<file path="src/rtl/fft_pkg.sv">
// Shared types and constants for the FFT accelerator.
//   cplx_t   : packed complex sample, {im, re}, both signed Q1.15
//   *_OFF    : APB register byte offsets
//   ST_*     : STATUS register bit positions
//   state_t  : control FSM states
//   twiddle(): W^k = cos(2*pi*k/N) - j*sin(2*pi*k/N) in Q1.15, evaluated at elaboration
package fft_pkg;

  typedef struct packed {
    logic signed [15:0] im;
    logic signed [15:0] re;
  } cplx_t;

  localparam logic [15:0] CTRL_OFF   = 16'h0000;
  localparam logic [15:0] STATUS_OFF = 16'h0004;
  localparam logic [15:0] INFO_OFF   = 16'h0008;

  localparam int unsigned ST_BUSY  = 0;
  localparam int unsigned ST_DONE  = 1;
  localparam int unsigned ST_ERROR = 2;

  typedef enum logic {
    S_IDLE,
    S_RUN
  } state_t;

  localparam real PI = 3.14159265358979323846;

  // Rounded to nearest; +1.0 saturates to 32767, -1.0 encodes as -32768.
  function automatic cplx_t twiddle(input int unsigned k, input int unsigned log2n);
    real   ang;
    int    ci;
    int    si;
    cplx_t w;
    ang = 2.0 * PI * real'(k) / real'(1 << log2n);
    ci  = int'($cos(ang) * 32768.0);
    si  = int'(-$sin(ang) * 32768.0);
    if (ci > 32767) ci = 32767;
    if (si > 32767) si = 32767;
    w.re = 16'(ci);
    w.im = 16'(si);
    return w;
  endfunction

endpackage

</file>
<file path="src/rtl/fft_butterfly.sv">
// Combinational radix-2 butterfly with scaling.
//   a_i, b_i : input pair (Q1.15 complex)
//   k_i      : twiddle index, 0..N/2-1
//   a_o      : (A + B*W^k) >>> 1
//   b_o      : (A - B*W^k) >>> 1
module fft_butterfly
  import fft_pkg::*;
#(
  parameter int unsigned LOG2N = 4
) (
  input  cplx_t            a_i,
  input  cplx_t            b_i,
  input  logic [LOG2N-2:0] k_i,
  output cplx_t            a_o,
  output cplx_t            b_o
);

  localparam int HALFN = 1 << (LOG2N - 1);

  cplx_t rom [HALFN];

  for (genvar g = 0; g < HALFN; g++) begin : g_rom
    assign rom[g] = twiddle(g, LOG2N);
  end

  cplx_t              w;
  cplx_t              t;
  logic signed [32:0] p_rr, p_ii, p_ri, p_ir;
  logic signed [32:0] acc_re, acc_im;
  logic signed [16:0] s_re, s_im, d_re, d_im;

  always_comb begin
    w      = rom[k_i];
    p_rr   = 33'(b_i.re) * 33'(w.re);
    p_ii   = 33'(b_i.im) * 33'(w.im);
    p_ri   = 33'(b_i.re) * 33'(w.im);
    p_ir   = 33'(b_i.im) * 33'(w.re);
    acc_re = p_rr - p_ii;
    acc_im = p_ri + p_ir;
    // W^0 is stored as 32767, not 1.0, so k=0 must skip the multiplier to stay exact.
    if (k_i == '0) begin
      t = b_i;
    end else begin
      t.re = 16'(acc_re >>> 15);
      t.im = 16'(acc_im >>> 15);
    end
    s_re   = 17'(a_i.re) + 17'(t.re);
    s_im   = 17'(a_i.im) + 17'(t.im);
    d_re   = 17'(a_i.re) - 17'(t.re);
    d_im   = 17'(a_i.im) - 17'(t.im);
    a_o.re = 16'(s_re >>> 1);
    a_o.im = 16'(s_im >>> 1);
    b_o.re = 16'(d_re >>> 1);
    b_o.im = 16'(d_im >>> 1);
  end

endmodule

</file>
<file path="src/rtl/fft_accel_top.sv">
// Radix-2 in-place FFT accelerator.
//   clk_i, reset_n_i          : clock, synchronous active-low reset
//   psel_i..pready_o          : APB control (CTRL 0x00, STATUS 0x04, INFO 0x08)
//   axi_aw*/axi_w*            : sample writes, stored bit-reversed
//   axi_ar*/axi_r*            : sample reads, natural bin order
//   fft_done_o, fft_error_o   : STATUS.DONE / STATUS.ERROR levels
module fft_accel_top
  import fft_pkg::*;
#(
  parameter int unsigned LOG2N = 4
) (
  input  logic        clk_i,
  input  logic        reset_n_i,
  input  logic        psel_i,
  input  logic        penable_i,
  input  logic        pwrite_i,
  input  logic [15:0] paddr_i,
  input  logic [31:0] pwdata_i,
  output logic [31:0] prdata_o,
  output logic        pready_o,
  input  logic [31:0] axi_awaddr_i,
  input  logic        axi_awvalid_i,
  output logic        axi_awready_o,
  input  logic [63:0] axi_wdata_i,
  input  logic        axi_wvalid_i,
  output logic        axi_wready_o,
  input  logic [31:0] axi_araddr_i,
  input  logic        axi_arvalid_i,
  output logic        axi_arready_o,
  output logic [63:0] axi_rdata_o,
  output logic        axi_rvalid_o,
  input  logic        axi_rready_i,
  output logic        fft_done_o,
  output logic        fft_error_o
);

  localparam int unsigned N          = 1 << LOG2N;
  localparam logic [3:0]  LAST_STAGE = 4'(LOG2N - 1);

  typedef logic [LOG2N-1:0] idx_t;
  typedef logic [LOG2N-2:0] kidx_t;

  state_t      state_q, state_d;
  cplx_t       mem_q [N];
  kidx_t       j_q;
  logic [3:0]  stage_q;
  logic        done_q, err_q;
  logic [31:0] prdata_q;
  logic [63:0] rdata_q;
  logic        rvalid_q;

  logic  busy, last_bfly;
  logic  apb_wr, apb_rd_setup, start_wr, start_idle, sts_wr;
  logic  aw_hs, ar_hs, err_set;
  idx_t  wr_idx, rd_idx;
  idx_t  jx, half, hmask, idx_a, idx_b;
  kidx_t tw_k;
  cplx_t bf_a, bf_b;

  function automatic idx_t bitrev(input idx_t v);
    idx_t r;
    for (int unsigned i = 0; i < LOG2N; i++) r[i] = v[LOG2N-1-i];
    return r;
  endfunction

  // Bus decode
  assign apb_wr       = psel_i & penable_i & pwrite_i;
  assign apb_rd_setup = psel_i & ~penable_i & ~pwrite_i;
  assign start_wr     = apb_wr & (paddr_i == CTRL_OFF) & pwdata_i[0];
  assign sts_wr       = apb_wr & (paddr_i == STATUS_OFF);
  assign start_idle   = start_wr & ~busy;
  assign aw_hs        = axi_awvalid_i & axi_wvalid_i;
  assign ar_hs        = axi_arvalid_i & ~rvalid_q;
  assign err_set      = busy & (start_wr | aw_hs | ar_hs);
  assign wr_idx       = axi_awaddr_i[LOG2N+2:3];
  assign rd_idx       = axi_araddr_i[LOG2N+2:3];

  // FSM: state register
  always_ff @(posedge clk_i) begin
    if (!reset_n_i) state_q <= S_IDLE;
    else            state_q <= state_d;
  end

  // FSM: next state
  always_comb begin
    state_d = state_q;
    case (state_q)
      S_IDLE:  if (start_wr) state_d = S_RUN;
      S_RUN:   if (last_bfly) state_d = S_IDLE;
      default: state_d = S_IDLE;
    endcase
  end

  // FSM: outputs
  always_comb begin
    busy      = (state_q == S_RUN);
    last_bfly = busy & (&j_q) & (stage_q == LAST_STAGE);
  end

  // Butterfly addressing for stage s = stage_q, butterfly j = j_q
  always_comb begin
    jx    = idx_t'(j_q);
    half  = idx_t'(1 << stage_q);
    hmask = half - 1'b1;
    idx_a = ((jx >> stage_q) << (stage_q + 4'd1)) | (jx & hmask);
    idx_b = idx_a + half;
    tw_k  = kidx_t'((jx & hmask) << (4'(LOG2N - 1) - stage_q));
  end

  fft_butterfly #(
    .LOG2N(LOG2N)
  ) u_bfly (
    .a_i(mem_q[idx_a]),
    .b_i(mem_q[idx_b]),
    .k_i(tw_k),
    .a_o(bf_a),
    .b_o(bf_b)
  );

  always_ff @(posedge clk_i) begin
    if (!reset_n_i) begin
      for (int unsigned i = 0; i < N; i++) mem_q[i] <= '0;
      j_q      <= '0;
      stage_q  <= '0;
      done_q   <= 1'b0;
      err_q    <= 1'b0;
      prdata_q <= '0;
      rdata_q  <= '0;
      rvalid_q <= 1'b0;
    end else begin
      // Memory: butterflies own it while running; host writes are dropped then.
      if (busy) begin
        mem_q[idx_a] <= bf_a;
        mem_q[idx_b] <= bf_b;
      end else if (aw_hs) begin
        mem_q[bitrev(wr_idx)] <= axi_wdata_i[31:0];
      end

      // j wraps naturally at N/2; stage wraps after the last one.
      if (start_idle) begin
        j_q     <= '0;
        stage_q <= '0;
      end else if (busy) begin
        j_q <= j_q + 1'b1;
        if (&j_q) stage_q <= (stage_q == LAST_STAGE) ? 4'd0 : stage_q + 4'd1;
      end

      // START beats a same-write DONE clear; completion beats a same-cycle clear.
      if (start_idle)                       done_q <= 1'b0;
      else if (last_bfly)                   done_q <= 1'b1;
      else if (sts_wr && pwdata_i[ST_DONE]) done_q <= 1'b0;

      if (err_set)                           err_q <= 1'b1;
      else if (sts_wr && pwdata_i[ST_ERROR]) err_q <= 1'b0;

      if (apb_rd_setup) begin
        case (paddr_i)
          STATUS_OFF: prdata_q <= {29'b0, err_q, done_q, busy};
          INFO_OFF:   prdata_q <= 32'(LOG2N);
          default:    prdata_q <= '0;
        endcase
      end

      if (ar_hs) begin
        rvalid_q <= 1'b1;
        rdata_q  <= busy ? 64'b0 : {32'b0, mem_q[rd_idx]};
      end else if (rvalid_q && axi_rready_i) begin
        rvalid_q <= 1'b0;
      end
    end
  end

  assign prdata_o      = prdata_q;
  assign pready_o      = 1'b1;
  assign axi_awready_o = aw_hs;
  assign axi_wready_o  = aw_hs;
  assign axi_arready_o = ~rvalid_q;
  assign axi_rdata_o   = rdata_q;
  assign axi_rvalid_o  = rvalid_q;
  assign fft_done_o    = done_q;
  assign fft_error_o   = err_q;

  logic unused_inputs;
  assign unused_inputs = ^{axi_awaddr_i[31:LOG2N+3], axi_awaddr_i[2:0],
                           axi_araddr_i[31:LOG2N+3], axi_araddr_i[2:0],
                           axi_wdata_i[63:32], pwdata_i[31:3]};

endmodule

</file>
<file path="config.mk">
export PLATFORM = sky130hd
export DESIGN_NAME = fft_accel_top
export DESIGN_NICKNAME = d
export VERILOG_FILES = /design/src/rtl/fft_pkg.sv /design/src/rtl/fft_butterfly.sv /design/src/rtl/fft_accel_top.sv
export SDC_FILE = /design/constraint.sdc
export NUM_CORES = 2
export LEC_CHECK = 0
export CORE_MARGIN = 5
export CORE_UTILIZATION = 40
export CTS_CLUSTER_SIZE = 8
export DETAILED_ROUTE_END_ITERATION = 10
export SLEW_MARGIN = 20
export SYNTH_ARGS = -nofsm -noshare
export SYNTH_HDL_FRONTEND = slang
export SYNTH_HIERARCHICAL = 1
export SYNTH_SLANG_ARGS = --single-unit
</file>
<file path="constraint.sdc">
create_clock -name clk_i -period 15.7 [get_ports clk_i]
set_input_delay 1.57 -clock clk_i [delete_from_list [all_inputs] [get_ports clk_i]]
set_output_delay 1.57 -clock clk_i [all_outputs]
set_load 0.005 [all_outputs]
</file>
### Word-level counts from Yosys, hierarchy flattened

Memory sizes are Yosys's and may differ from the RTL's.
Cells that the tools add are included.

| word-level totals | value |
|---|---|
| memories | 2 |
| input port bits | 185 |
| bits in read-only memories | 256 |
| bits in writable memories | 512 |
| register bits | 107 |

| cells by class | value |
|---|---|
| reduce and logical (&&, ||, !) cells | 14 |
| muxes and demuxes | 32 |
| equality and inequality tests | 3 |
| $mul | 4 |
| shifts and indexed selects | 4 |
| order comparisons | 1 |
| bitwise operators | 23 |
| add/sub/neg operators | 11 |

Memories:

| memory | depth | width | read ports | clocked after Yosys merged registers in | write ports | RTL line | source |
|---|---|---|---|---|---|---|---|
| mem_q | 16 | 32 | 3 | 0 | 16 | fft_accel_top.sv:44 | `cplx_t mem_q [N];` |
| (no name shown) | 8 | 32 | 1 | 0 | 0 | fft_butterfly.sv:33 | `w = rom[k_i];` |

Operator list:

| kind | number |
|---|---|
| $mux 32 | 7 |
| $mul 16x16->31 | 4 |
| $reduce_or 32->1 | 3 |
| $add 16x16->17 | 2 |
| $sub 16x16->17 | 2 |
| $add 31x31->31 | 1 |
| $sub 31x31->31 | 1 |
| $mux 1 | 19 |
| $eq 16x3->1 const B | 1 |
| $eq 16x4->1 const B | 1 |
| $logic_not 16->1 | 1 |
| $mux 4 | 4 |
| $and 1x1->1 | 13 |
| $pmux 3 s2 | 1 |
| $reduce_bool 2->1 | 3 |
| $not 1->1 | 5 |
| $add 4x1->4 const B | 1 |
| $add 4x4->4 | 1 |
| $and 3x4->4 | 1 |
| $eq 4x2->1 const B | 1 |
| $ge 4x4->1 const B | 1 |
| $not 3->4 | 1 |
| $or 4x4->4 | 1 |
| $reduce_and 4->1 | 1 |
| 13 further kinds | 16 |

### Longest topological paths before layout

| depth | value |
|---|---|
| depth in word-level cells | 14 |
| depth in mapped cells | 63 |

### Hierarchy

The synthesis kept the hierarchy.

Modules (own cells, without submodules):

| module | instances | seq. area each (um2) | area each (um2) | cells each |
|---|---|---|---|---|
| fft_butterfly | 1 | 0.0 | 38620.8 | 4298 |
| fft_accel_top | 1 | 16295.6 | 36837.8 | 2906 |

### Worst setup path after synthesis

No wires, ideal clock.

| path | value |
|---|---|
| path type | reg2reg |
| start | register stage_q[0] |
| end | memory mem_q[15][30] in the netlist's numbering, data pin |
| slack | 2.047 ns |
| buffers on the path | 11 |
| setup time | 0.169 ns |
| arrival time | 13.483 ns |
| data required time | 15.531 ns |
| stages on the path, launching flop included | 58 |
| path through | dfxtp_1 -> buf_2 -> nor4b_2 -> inv_1 -> ha_1 -> o22ai_1 -> clkbuf_1 -> clkbuf_1 -> inv_1 -> fa_1 -> clkbuf_1 -> clkbuf_1 -> clkbuf_1 -> mux4_2 -> mux2i_1 -> mux2i_1 -> clkbuf_1 -> clkbuf_1 -> (+22 left out) -> xor2_1 -> a21o_1 -> ha_1 -> clkbuf_1 -> inv_1 -> o21ai_0 -> a21oi_1 -> o21ba_2 -> o211a_1 -> a2111o_1 -> a21oi_1 -> nor2_1 -> nor2_1 -> xor2_1 -> buf_1 -> clkbuf_1 -> nand2_1 -> o31ai_1 |

RTL lines:

| what | RTL line | source |
|---|---|---|
| from (decl) | fft_accel_top.sv:46 | `logic [3:0] stage_q;` |
| from (signal assigned) | fft_accel_top.sv:145 | `if (&j_q) stage_q <= (stage_q == LAST_STAGE) ? 4'd0 : stage_q + 4'd1;` |
| to (decl) | fft_accel_top.sv:44 |  |

==> run metrics <==
status complete, no violations; sequential area share after synthesis between 20 and 25%; Routed WL approximately 270000 um; Synth Area in Simple Gates about 9.6%; CP peak stage delay just under 0.6 ns; CTS sink cnt ~560; Flop pwr share a little over a tenth; Clock Power Share 10.0%; Synth Area in Adders 33.34%; final worst-path cycle share ~95%; main combinational cell family by area after synthesis adder cells; Overall Global Routing Usage approximately 27%; final RePlAce weighted congestion around 0.9; Clock Pin Slew Worst Setup and Hold Paths ~0.050 ns; Crit path top cell by count fa_1; Achievable Freq 67.40 MHz; PD cells 199.2 nW/um^2; Post-Syn Area approximately 75000 um^2; crit path from stage_q[1]$_SDFFE_PP0P_; grt total ovfl 0; largest net degree at the start of global routing 96; post-synthesis xor/xnor area fraction 2.124%; area delta synth->final 9.538%; dpl ws between 0.4 and 0.5 ns; synthesis warning total 6; Final Hold Viols 0; clock skew ~0.033 ns; number of synthesized flops with an enable pin about 510; Die X 444.3 um; via count approximately 57000; Hold-fix buffers, CTS 0; dpl cell area between 80000 and 90000 um^2; P_int 8.134 mW; Antenna Nets Post-Route 0; Worst R2R Start stage_q[1]$_SDFFE_PP0P_; Worst Tran Pin Value between 1 and 1.5 ns; Net Sw Frac approximately 50%; Core Area between 150000 and 200000 um^2; Final setup viols 0; Worst VDD drop approximately 0.00038 V; Compound-Gate Fraction of Synth Area under 10%; Initial DRC Count between 6000 and 7000; vias in the first global route 59340; Max clock buf depth 3; number of remaining DRC errors 0; Critical Path Fanout Max 26; Die Ht between 400 and 500 um; critical path launch point type flip-flop; Die ar. ~200000 um^2; per-cell routed wire length roughly 28 um; number of cell rows between 150 and 200; CP Class reg2reg; min cycle time layout between 10 and 15 ns; Gate power share 79.6%; Mean Syn Cell Area ~10 um^2; Num CTS Buffers 79; Leakage about 35 nW; Clock Latency Late Sink ~0.65 ns; Post-synth ARST share 0%; crit path capture type flip-flop; antenna violations before repair 9; library cells used by synthesis 87; WP data required between 15 and 20 ns; Synth Instances 7204; Hold Path Class reg2reg; Psw ~8.3 mW; max-cap violations 0; non-filler instance count after layout between 9000 and 10000; mux contribution to synthesized area 14.57%; Primary FF master, synth edfxtp_1; Initial Util between 40% and 50%; Detail Placement HPWL 190600 um; dpl cells between 9000 and 10000; share of cells above drive strength 1 about an eighth; CTS tree built; Slew Limit Fails 0; Post-Layout Inst Area 82660 um^2; Critical Path AT approximately 15 ns; headroom to the max-slew limit 15.11%; first-pass GRT wire length just under 400000 um; Slowest-stage cell, CP or4_4; Hold Crit Start prdata_o[0]$_SDFFE_PN0P_; Yosys reg bits about 560; nets a little under 9000; Final WS setup approximately 0.86 ns; IO Port Bufs between 100 and 150; 1st-pass router iterations 6; IO Count 288; via density per instance between 5 and 6; clk root buf clkbuf_16; CTS H-tree lvls 3
[stage by stage]
| step | hold WS (ns) | total power, mW | utilization, % | TNS (ns) |
|---|---|---|---|---|
| 2_1_floorplan | 0.4575 | 11.25 | - | 0 |
| 3_3_place_gp | 0.4464 | 14.65 | 42.65 | 0 |
| 3_5_place_dp | 0.4588 | 14.78 | 42.70 | 0 |
| 4_1_cts | 0.4653 | 16.54 | 43.93 | 0 |
| 5_1_grt | 0.4836 | 18.15 | 44.01 | -0.04373 |
| 6_report | 0.4668 | 16.47 | 44.01 | 0 |
[power groups by stage]
stage | registers, mW | clock network (mW) | logic, mW
after floorplan | 1.73 | 0 | 9.52
after global placement | 1.74 | 0 | 12.9
after detailed placement | 1.75 | 0 | 13.0
after CTS | 1.72 | 1.64 | 13.2
after global routing | 1.73 | 1.71 | 14.7
final | 1.72 | 1.64 | 13.1
[per-layer routing]
layer	routed length, um	part of all wire, %	vias to the layer above	global-route usage, %
li1	-	-	23780	-
met1	98870	37	29000	35.07
met2	120100	45	3906	41.88
met3	32870	12	784	6.539
met4	16020	6.0	10	12.80
met5	77	0.029	-	0
[kinds of logic after synthesis]
family                     Yosys count
AOI/OAI and AO/OA                  951
muxes                              577
DFF                                558
other                                2
adders and majority gates         1423
and+or+nand+nor                   1579
xor gates and xnor gates           183
buffers and inverters             1931
[sequential cells by signal (all words and copies together) (netlist names)]
name and count:
axi_rdata_o 32, axi_rvalid_o 1, busy 1, fft_done_o 1, fft_error_o 1, j_q 3
mem_q 512, prdata_o 3, stage_q 4
[final timing paths]
| check | cells past startpoint | slack [ns] | to |
|---|---|---|---|
| worst max-delay path | 52 | 0.86 | mem_q[4][15]$_DFFE_PP_ |
| worst min-delay path | 2 | 0.47 | prdata_o[0]$_SDFFE_PN0P_ |
| worst max register to register | 52 | 0.86 | mem_q[4][15]$_DFFE_PP_ |
| worst min register to register | 2 | 0.47 | prdata_o[0]$_SDFFE_PN0P_ |
[placed cells by master (no fill, tap or decap), drive strengths merged, types with 14 or more instances in the layout]
cell,count
nor3,27
nand2,880
o21a,17
xnor2,128
clkbuf,135
or2,18
ha,434
mux4,416
o21ai,188
xor2,55
nand3b,19
edfxtp,512
o31ai,334
a22oi,96
a21oi,110
a21o,31
conb,62
o21bai,18
dfxtp,46
nor2b,76
nand2b,64
fa,982
buf,267
inv,1335
clkdlybuf4s50,103
o2bb2ai,63
mux2i,154
nand3,36
nor4,15
and2,218
nand4,14
nor2,173
[area by class of cell]
type                    instances  area [um^2]
clock buffers                 134         2205
fillers                     17580       105100
multi-input cells            4775        52670
repair buffers                371         3243
flip-flops and latches        558        16300
inverters                    1335         5011
diodes                          5        12.51
well taps                    2495         3122
clock inverters                 7        92.59
[critical path: cells and delay by family, from the launching register on]
family	cells	cell delay (ns)
flops	1	0.46
mux	4	0.97
fa+ha+maj	12	5.29
compound gates	15	3.60
xor+xnor	2	0.35
simple gates	9	1.94
buf+inv	10	2.03
[cell usage after synthesis, types with 64 or more instances]
cell type  instances  area [um^2]
nand2_1          878         3296
nor2_1           173        649.4
edfxtp_1         512        15370
a21oi_1          109        545.5
ha_1             434         5430
inv_1           1330         4992
a22oi_1           96        720.7
nand2b_1          64        400.4
nor2b_1           76        475.5
fa_1             982        19660
buf_1             86        322.8
xnor2_1          128         1121
buf_4             66        495.5
mux2i_1          154         1541
and2_1           218         1364
clkbuf_1         405         1520
mux4_2           416         9369
o21ai_0          157        785.8
o31ai_1          333         2500
[what timing repair did]
item                       in CTS  in global routing
hold endpoints to repair        0                  0
setup endpoints to repair       0                180
setup buffers                   0                  8
gates resized for setup         0                 11
No activity file was read; power rests on OpenSTA's default activity.
